==> src/rtl/accum_pkg.sv <==
// Shared types for the running-sum stage.
// Holds the control state encoding.
package accum_pkg;

   typedef enum logic [1:0] {
      IDLE,
      ACCUM,
      DONE
   } accum_state_t;

endpackage

==> src/rtl/adder_nbit.sv <==
// Ripple-carry adder, BIT_WIDTH bits.
// Carry-out of the MSB is reported as overflow.
module adder_nbit #(
   parameter int BIT_WIDTH = 4
) (
   input  logic [BIT_WIDTH-1:0] a,
   input  logic [BIT_WIDTH-1:0] b,
   input  logic                 carry_in,
   output logic [BIT_WIDTH-1:0] sum,
   output logic                 overflow
);

   logic [BIT_WIDTH:0] carry;

   assign carry[0] = carry_in;

   // One full adder per bit, chained through carry
   for (genvar i = 0; i < BIT_WIDTH; i++) begin : g_fa
      assign sum[i]     = a[i] ^ b[i] ^ carry[i];
      assign carry[i+1] = (a[i] & b[i])
                        | (carry[i] & (a[i] ^ b[i]));
   end

   assign overflow = carry[BIT_WIDTH];

endmodule

==> src/rtl/accumulator_nbit.sv <==
// Handshaked running-sum stage in front of adder_nbit.
// Folds NUM_SAMPLES operands, then holds the result until acked.
module accumulator_nbit
   import accum_pkg::*;
#(
   parameter int BIT_WIDTH   = 4,
   parameter int NUM_SAMPLES = 8
) (
   input  logic                 clk,
   input  logic                 n_rst,
   input  logic                 clear,
   input  logic [BIT_WIDTH-1:0] data_in,
   input  logic                 data_valid,
   output logic                 data_ready,
   output logic [BIT_WIDTH-1:0] sum_out,
   output logic                 overflow_flag,
   output logic                 result_valid,
   input  logic                 result_ack
);

   localparam int CW = $clog2(NUM_SAMPLES + 1);
   localparam logic [CW-1:0] LAST = CW'(NUM_SAMPLES);

   accum_state_t         state_q, state_d;
   logic [BIT_WIDTH-1:0] acc_q, acc_d;
   logic [CW-1:0]        count_q, count_d;
   logic                 ovf_q, ovf_d;

   logic [BIT_WIDTH-1:0] add_sum;
   logic                 add_cout;
   logic [CW-1:0]        count_inc;
   logic                 xfer;

   adder_nbit #(
      .BIT_WIDTH(BIT_WIDTH)
   ) u_adder (
      .a        (acc_q),
      .b        (data_in),
      .carry_in (1'b0),
      .sum      (add_sum),
      .overflow (add_cout)
   );

   assign data_ready    = (state_q != DONE);
   assign result_valid  = (state_q == DONE);
   assign sum_out       = acc_q;
   assign overflow_flag = ovf_q;

   assign xfer      = data_valid & data_ready;
   assign count_inc = count_q + CW'(1);

   // Next-state and datapath update; clear overrides everything
   always_comb begin
      state_d = state_q;
      acc_d   = acc_q;
      count_d = count_q;
      ovf_d   = ovf_q;
      if (clear) begin
         state_d = IDLE;
         acc_d   = '0;
         count_d = '0;
         ovf_d   = 1'b0;
      end else begin
         unique case (state_q)
            IDLE: begin
               if (xfer) begin
                  acc_d   = add_sum;
                  ovf_d   = add_cout;
                  count_d = CW'(1);
                  state_d = (NUM_SAMPLES == 1) ? DONE : ACCUM;
               end
            end
            ACCUM: begin
               if (xfer) begin
                  acc_d   = add_sum;
                  ovf_d   = ovf_q | add_cout;
                  count_d = count_inc;
                  if (count_inc == LAST) begin
                     state_d = DONE;
                  end
               end
            end
            DONE: begin
               if (result_ack) begin
                  state_d = IDLE;
                  acc_d   = '0;
                  count_d = '0;
                  ovf_d   = 1'b0;
               end
            end
            default: begin
               state_d = IDLE;
               acc_d   = '0;
               count_d = '0;
               ovf_d   = 1'b0;
            end
         endcase
      end
   end

   // State and datapath registers, async active-low reset
   always_ff @(posedge clk or negedge n_rst) begin
      if (!n_rst) begin
         state_q <= IDLE;
         acc_q   <= '0;
         count_q <= '0;
         ovf_q   <= 1'b0;
      end else begin
         state_q <= state_d;
         acc_q   <= acc_d;
         count_q <= count_d;
         ovf_q   <= ovf_d;
      end
   end

endmodule
==> config.mk <==
export PLATFORM = sky130hd
export DESIGN_NAME = accumulator_nbit
export DESIGN_NICKNAME = d
export VERILOG_FILES = /design/src/rtl/accum_pkg.sv /design/src/rtl/adder_nbit.sv /design/src/rtl/accumulator_nbit.sv
export SDC_FILE = /design/constraint.sdc
export NUM_CORES = 1
export LEC_CHECK = 0
export CORE_UTILIZATION = 46
export DETAILED_ROUTE_END_ITERATION = 8
export PLACE_DENSITY = 0.76
export SLEW_MARGIN = 20
export SYNTH_ARGS = -nofsm -noshare
export SYNTH_HDL_FRONTEND = slang
export SYNTH_SLANG_ARGS = --single-unit
==> constraint.sdc <==
create_clock -name clk -period 2.5 [get_ports clk]
set_input_delay 0.5 -clock clk [delete_from_list [all_inputs] [get_ports clk]]
set_output_delay 0.5 -clock clk [all_outputs]
set_load 0.02 [all_outputs]
Yosys cells after proc, flatten, opt, wreduce, memory -nomap -nowiden
Cells that the tools add are included.

storage, ports and cells
  logic and storage cells = 57
  flip-flop bits (word level) = 11
  bits of input ports = 9
  output and inout bits = 7

operators by class
  bitwise operators = 19
  add/sub/neg operators = 1
  reduce and logical (&&, ||, !) cells = 5
  multiplexer cells = 19
  equality and inequality tests = 9

operators by type and width
  operator                                                                 number
  4-bit 2-to-1 mux                                                         6
  4-bit case mux with 3 select lines                                       1
  2-bit 2-to-1 mux                                                         5
  3-bit inequality test, second input constant                             3
  1-bit bitwise AND                                                        8
  4-bit case mux with 2 select lines                                       1
  1-bit bitwise XOR                                                        7
  2-bit case mux with 3 select lines                                       1
  4-bit by 1-bit adder with 4-bit output, second input constant            1
  4-bit == test, second input constant                                     1
  1-bit 2-to-1 mux                                                         4
  1-bit bitwise OR                                                         4
  4-bit AND reduction                                                      1
  3-bit by 1-bit inequality test with 1-bit output, second input constant  1
  3-bit by 2-bit inequality test with 1-bit output, second input constant  1
  1-bit case mux with 3 select lines                                       1
  3-bit AND reduction                                                      1
  2-bit by 1-bit == test with 1-bit output, second input constant          1
  2-bit == test, second input constant                                     1
  2-bit zero test                                                          1
  2-bit inequality test, second input constant                             1
  2-bit AND reduction                                                      1
  2-bit OR reduction                                                       1

Depth between registers and ports, before layout
Gate-level depths: netlist (run 1).

  word-level depth = 11
  mapped depth = 5
  gate-level depth less buffers = 5

Modules after synthesis
Synthesis (run 1) repeated with hierarchy kept, for this count alone.

second synthesis, totals
  cells, all modules = 74
  area total of the unflattened synthesis = 728.2 µm²

by module, submodules not included
  module            seq. area each (µm²)  area each (µm²)  cells each  times used
  accumulator_nbit  275.3                 610.6            60          1
  adder_nbit        0.0                   117.6            14          1

Worst setup path after synthesis (run 1)
No wires, ideal clock.

  path kind = input to register
  start point = input port data_in[0]
  end point = register acc_q[3] (netlist: sum_out[3])
  data required time = 2.379 ns
  arrival = 2.050 ns
  path slack = 0.329 ns
  path buffers = 0
  setup time = 0.121 ns
  stages = 5
  cells stage by stage = ha_1 > fa_1 > fa_1 > fa_1 > a22o_1

on the way
  cells in the longest elaborated chain, start to end = 9

RTL lines
  element                             RTL line                                        RTL
  start, declared                     accumulator_nbit.sv:12                          input logic [BIT_WIDTH-1:0] data_in,
  1-bit bitwise AND                   adder_nbit.sv:20                                assign carry[i+1] = (a[i] & b[i])
  1-bit bitwise AND                   adder_nbit.sv:21                                | (carry[i] & (a[i] ^ b[i]));
  1-bit bitwise OR                    adder_nbit.sv:21
  1-bit bitwise AND                   adder_nbit.sv:21
  1-bit bitwise OR                    adder_nbit.sv:21
  1-bit bitwise XOR                   adder_nbit.sv:19                                assign sum[i] = a[i] ^ b[i] ^ carry[i];
  4-bit 2-to-1 mux                    accumulator_nbit.sv:66, accumulator_nbit.sv:74
  4-bit case mux with 2 select lines  accumulator_nbit.sv:64                          unique case (state_q)
  4-bit 2-to-1 mux                    accumulator_nbit.sv:58                          if (clear) begin
  end signal, assigned                accumulator_nbit.sv:105                         acc_q <= '0;
  end signal, assigned                accumulator_nbit.sv:110                         acc_q <= acc_d;
  end, declared                       accumulator_nbit.sv:25                          logic [BIT_WIDTH-1:0] acc_q, acc_d;

No other way between the ends. The select of a mux whose other input is x is not followed.
A chain may end at the register's enable or synchronous reset.

Final worst setup path (run 1)
Ends and elaborated chain as after synthesis.

==> impl_metrics.env, run 1 <==
export IMPL_status="completed"
export IMPL_htreeDepth=1
export IMPL_drcViolationCount=0
export IMPL_period_needed_ps=2370
export IMPL_p_comb_share_pct=20.7
export IMPL_final_common_cell="clkdlybuf4s50_1"
export IMPL_grt_first_pass_wirelength_mm=1.94
export IMPL_seq_power_share_pct=49.1
export IMPL_setup_violations=0
export IMPL_drive_gt1_share_pct=11.6
export IMPL_avgSynthCellArea_um2=12.4
export IMPL_clk_latency_ps=270
export IMPL_whs_ps=548
export IMPL_cp_end_kind="flip-flop"
export IMPL_die_area_um2=1530
export IMPL_fin_nets=84
export IMPL_cts_made_buffers=3
export IMPL_start_util_pct=49.4
export IMPL_rrSetupSlack_ps=380
export IMPL_worstPathCellList="clkdlybuf4s50_1 > ha_1 > fa_1 > fa_1 > fa_1 > a22o_1"
export IMPL_p_sw_mw=0.114
export IMPL_p_per_area_nw_per_um2=496
export IMPL_grt_usage_pct=19.2
export IMPL_rsz0062_at_grt="no"
export IMPL_crit_arrival_ps=2540
export IMPL_hp_class="reg2reg"
export IMPL_layout_common_cells="clkdlybuf4s50_1, dfrtp_1, a22o_1"
export IMPL_cp_common_cell="fa_1"
export IMPL_netlist_instances=51
export IMPL_post_cts_buffers=0
export IMPL_max_freq_ghz=0.422
export IMPL_drv_cap=0
export IMPL_dr_pass1_iters=5
export IMPL_cpMaxStageDelayCell="fa_1"
export IMPL_antenna_found_initial=0
export IMPL_synth_area_top_cells="dfrtp_1, fa_1, a22o_1"
export IMPL_fp_row_count=13
export IMPL_overflow=0
export IMPL_yosysSeqAreaShare_pct=43.4
export IMPL_switching_share_pct=27.7
export IMPL_num_io_pins=16
export IMPL_slew_viol_final=0
export IMPL_cts_tree="done"
export IMPL_hpwlAfterDp_um=894
export IMPL_hold_end="sum_out[0]"
export IMPL_numPortBuffers=15
export IMPL_via_per_inst=5.61
export IMPL_synth_area_leader_cell="dfrtp_1"
export IMPL_grt_max_degree=12
export IMPL_hold_viol=0
export IMPL_clkPwrFrac_pct=30.3
export IMPL_syn_area_um2=634
export IMPL_netlist_area_leader_share_pct=43.4
export IMPL_tightest_slew_ps=515
export IMPL_cts_hold_buffers=0
export IMPL_critPathLaunchType="input port"
export IMPL_p_leak_nw=0.405
export IMPL_cp_data_required_time_ps=2670
export IMPL_worstHoldStart="sum_out[0]"
export IMPL_max_stage_delay_ps=430
export IMPL_post_route_period_util_pct=94.9
export IMPL_globalplace_congestion=0.777
export IMPL_rr_worst_depth=5
export IMPL_fin_util_pct=64.3
export IMPL_critPathKind="in2reg"
export IMPL_core_um2=1280
export IMPL_wl_per_cell_um=14.5
export IMPL_clock_skew_final_ps=6.12
export IMPL_slew_headroom_pct=65.5
export IMPL_cts_resized=0
export IMPL_drt_iter0_markers=8
export IMPL_yosys_warnings=0
export IMPL_die_h_um=39.1
export IMPL_worstPathMaxFanout=1
export IMPL_die_x_um=39.1
export IMPL_clk_pin_slew_ps=70
export IMPL_timing_rr_end="sum_out[3]"
export IMPL_r2r_start="sum_out[0]"
export IMPL_setup_tns_ps=0
export IMPL_antenna_cells=0
export IMPL_synth_cell_types=29
export IMPL_whs_path_depth=1
export IMPL_syn_num_nets=65
export IMPL_totalWireLength_mm=1.22
export IMPL_clk_path_buf_depth=2
export IMPL_cts_root_buffer_cell="clkbuf_4"
export IMPL_power_internal_mw=0.296
export IMPL_via_count=471
export IMPL_syn2layout_area_growth_pct=30.2
export IMPL_synth_seq_cells=11
export IMPL_clkSinkCount=11
export IMPL_grt_pass1_vias=438
export IMPL_ir_worst_vdd_mv=0.234
export IMPL_antenna_left=0
[power groups by stage]
stage                     sequential, mW  clock (mW)  combinational [mW]
after global placement             0.204           0              0.0837
final                              0.201       0.124              0.0846
after CTS                          0.201       0.125              0.0859
after detailed placement           0.204           0              0.0852
after floorplan                    0.213           0              0.0314
after global routing               0.203       0.133              0.0959
[through the flow]
stage | instance area (µm²) | setup slack [ps] | instances | power (mW)
after floorplan | 634 | 329 | 51 | 0.244
after global placement | 800 | -123 | 80 | 0.288
after detailed placement | 800 | -159 | 80 | 0.289
after CTS | 826 | 125 | 84 | 0.412
after global routing | 826 | 70.1 | 84 | 0.432
final | 826 | 129 | 84 | 0.409
[flip-flops by register name (all words and copies together), names as in the netlist]
signal         cells
count_q            4
overflow_flag      1
state_q            2
sum_out            4
[cells by family (layout without fill, tap and decap cells)]
logic type,Yosys count,count (layout),synth area share (%)
AO/OA/AOI/OAI,16,16,23.3
AND/OR/NAND/NOR,16,16,18.1
flip-flops,11,11,43.4
adder cells (fa/ha/maj),5,5,13.4
buffers and inverters,3,21,1.78
[synthesized netlist by cell type, drive strengths merged]
library cell,n
and3,1
nand2b,1
o22ai,1
a32o,1
and4,1
ha,2
nor3b,1
nor3,1
o32ai,1
nor2b,1
a21o,1
nor2,1
and2,1
o22a,1
a22o,5
and4b,2
clkbuf,1
dfrtp,11
inv,2
a21oi,2
nand3,1
o21ai,1
a21bo,1
and3b,1
a211o,2
nand2,2
fa,3
nand3b,1
or2,1
[final cells by class]
cell class,count,area [µm²]
fill,119,459
multi-input combinational,37,348
sequential,11,275
timing repair buffer,15,150
clock buffer,4,26.3
tap,15,18.8
inverter,2,7.51
[worst max-delay path by stage]
stage	startpoint	to	slack, ps	cells after the start
global placement	data_in[0]	sum_out[3]	-120	6
detailed placement	data_in[0]	sum_out[3]	-160	6
global route	data_in[0]	sum_out[3]	70	6
finish	data_in[0]	sum_out[3]	130	6
CTS	data_in[0]	sum_out[3]	120	6
floorplan	data_in[0]	sum_out[3]	330	5
[critical path: cells and delay by family]
family	cells	cell delay, ps
adder cells (fa/ha/maj)	4	1430
buffers and inverters	1	410
AO/OA/AOI/OAI	1	200
[per-layer routing]
layer | wire length (µm) | track usage (%) | share of wire [%] | vias up
met4 | 8 | 7.76 | 0.66 | 0
met2 | 535 | 29.2 | 44 | 14
met1 | 608 | 26.8 | 50 | 222
li1 | - | - | - | 233
met3 | 63 | 3.47 | 5.2 | 2
met5 | 0 | 0 | 0 | -
No activity file was read; power rests on OpenSTA's default activity.
==> run 2: changes to the inputs <==
--- a/config.mk
+++ b/config.mk
@@ -8,6 +8,7 @@
 export CORE_UTILIZATION = 46
 export DETAILED_ROUTE_END_ITERATION = 8
 export PLACE_DENSITY = 0.76
+export SETUP_SLACK_MARGIN = 0.3
 export SLEW_MARGIN = 20
 export SYNTH_ARGS = -nofsm -noshare
 export SYNTH_HDL_FRONTEND = slang
==> impl_metrics.env, run 2 (synthesized netlist as in run 1, its figures left out) <==
export IMPL_status="completed"
export IMPL_period_needed_ps=2080
export IMPL_htreeDepth=1
export IMPL_ir_worst_vdd_mv=0.234
export IMPL_drcViolationCount=0
export IMPL_place_ws_ps=-159
export IMPL_p_per_area_nw_per_um2=490
export IMPL_fp_row_count=13
export IMPL_post_route_period_util_pct=83.2
export IMPL_num_io_pins=16
export IMPL_critPathLaunchType="input port"
export IMPL_clk_pin_slew_ps=70
export IMPL_start_util_pct=49.4
export IMPL_wl_per_cell_um=14.3
export IMPL_clkSinkCount=11
export IMPL_cts_tree="done"
export IMPL_antenna_left=0
export IMPL_setup_violations=0
export IMPL_dr_pass1_iters=4
export IMPL_drv_cap=0
export IMPL_grt_usage_pct=19.4
export IMPL_max_freq_ghz=0.480
export IMPL_post_cts_buffers=0
export IMPL_p_leak_nw=0.408
export IMPL_layout_common_cells="clkdlybuf4s50_1, dfrtp_1, a22o_1"
export IMPL_clk_latency_ps=270
export IMPL_totalWireLength_mm=1.20
export IMPL_core_um2=1280
export IMPL_die_area_um2=1530
export IMPL_drive_gt1_share_pct=17.4
export IMPL_critPathKind="in2reg"
export IMPL_cp_data_required_time_ps=2670
export IMPL_cts_root_buffer_cell="clkbuf_4"
export IMPL_fin_nets=84
export IMPL_numPortBuffers=15
export IMPL_antenna_cells=0
export IMPL_rsz0062_at_grt="no"
export IMPL_cp_end_kind="flip-flop"
export IMPL_via_per_inst=5.74
export IMPL_clock_skew_final_ps=6.18
export IMPL_fin_ws_ps=419
export IMPL_slew_headroom_pct=66.7
export IMPL_syn2layout_area_growth_pct=32.1
export IMPL_worstPathMaxFanout=1
export IMPL_via_count=482
export IMPL_tightest_slew_ps=497
export IMPL_power_mw=0.411
export IMPL_crit_arrival_ps=2250
export IMPL_grt_first_pass_wirelength_mm=1.95
export IMPL_drt_iter0_markers=11
export IMPL_hp_class="reg2reg"
export IMPL_grt_pass1_vias=441
export IMPL_die_x_um=39.1
export IMPL_grt_max_degree=12
export IMPL_cts_made_buffers=3
export IMPL_antenna_found_initial=0
export IMPL_die_h_um=39.1
export IMPL_clk_path_buf_depth=2
export IMPL_hold_viol=0
export IMPL_hpwlAfterDp_um=894
export IMPL_slew_viol_final=0
export IMPL_globalplace_congestion=0.777
export IMPL_overflow=0
export IMPL_final_common_cell="clkdlybuf4s50_1"
[run 2: routing by layer]
layer	track usage, %	wire [µm]	up-vias
met5	0	0	-
met4	7.76	8	0
met3	3.47	79	2
met2	29.2	551	20
met1	27.2	566	227
li1	-	-	233
[run 2: timing repair]
item / CTS / global route
hold buffers: 0 / 0
pin swaps: 4 / 1
gates resized for setup: 6 / 1
setup endpoints to repair: 2 / 1
[run 2: power by group]
| group | switching (mW) | total, mW | internal (mW) |
|---|---|---|---|
| Clock | 0.0620 | 0.124 | 0.0618 |
| Sequential | 0.0127 | 0.201 | 0.189 |
| Combinational | 0.0397 | 0.0859 | 0.0462 |
| Total | 0.114 | 0.411 | 0.297 |
[run 2: final timing paths]
check / start / end / slack [ps] / depth (start not counted)
min reg2reg: sum_out[0] / sum_out[0] / 550 / 1
min in group asynchronous: n_rst / overflow_flag / 560 / 1
max in group asynchronous: n_rst / count_q[2] / 1600 / 1
max: data_in[0] / sum_out[3] / 420 / 6
min: sum_out[0] / sum_out[0] / 550 / 1
max reg2reg: sum_out[0] / sum_out[3] / 430 / 5
[run 2: per-stage QoR]
step | instances | TNS (ps) | util [%] | hold WS (ps) | cell area, µm²
2_1_floorplan | 51 | 0 | - | 204 | 634
5_1_grt | 84 | 0 | 65.2 | 575 | 838
3_5_place_dp | 80 | -283 | 62.2 | 529 | 800
6_report | 84 | 0 | 65.2 | 552 | 838
4_1_cts | 84 | 0 | 65.0 | 551 | 836
3_3_place_gp | 80 | -228 | 62.2 | 523 | 800
[run 2: cell type report]
| cell class | count | area, µm² |
|---|---|---|
| Fill cell | 114 | 447 |
| Multi-Input combinational cell | 37 | 358 |
| Sequential cell | 11 | 275 |
| Timing Repair Buffer | 15 | 153 |
| Clock buffer | 4 | 26.3 |
| Tap cell | 15 | 18.8 |
| Inverter | 2 | 7.51 |
[run 2: critical path, cell delays in order]
cell	delay (ps)
clkdlybuf4s15_1	170
ha_2	180
fa_2	360
fa_2	400
fa_2	450
a22o_1	180
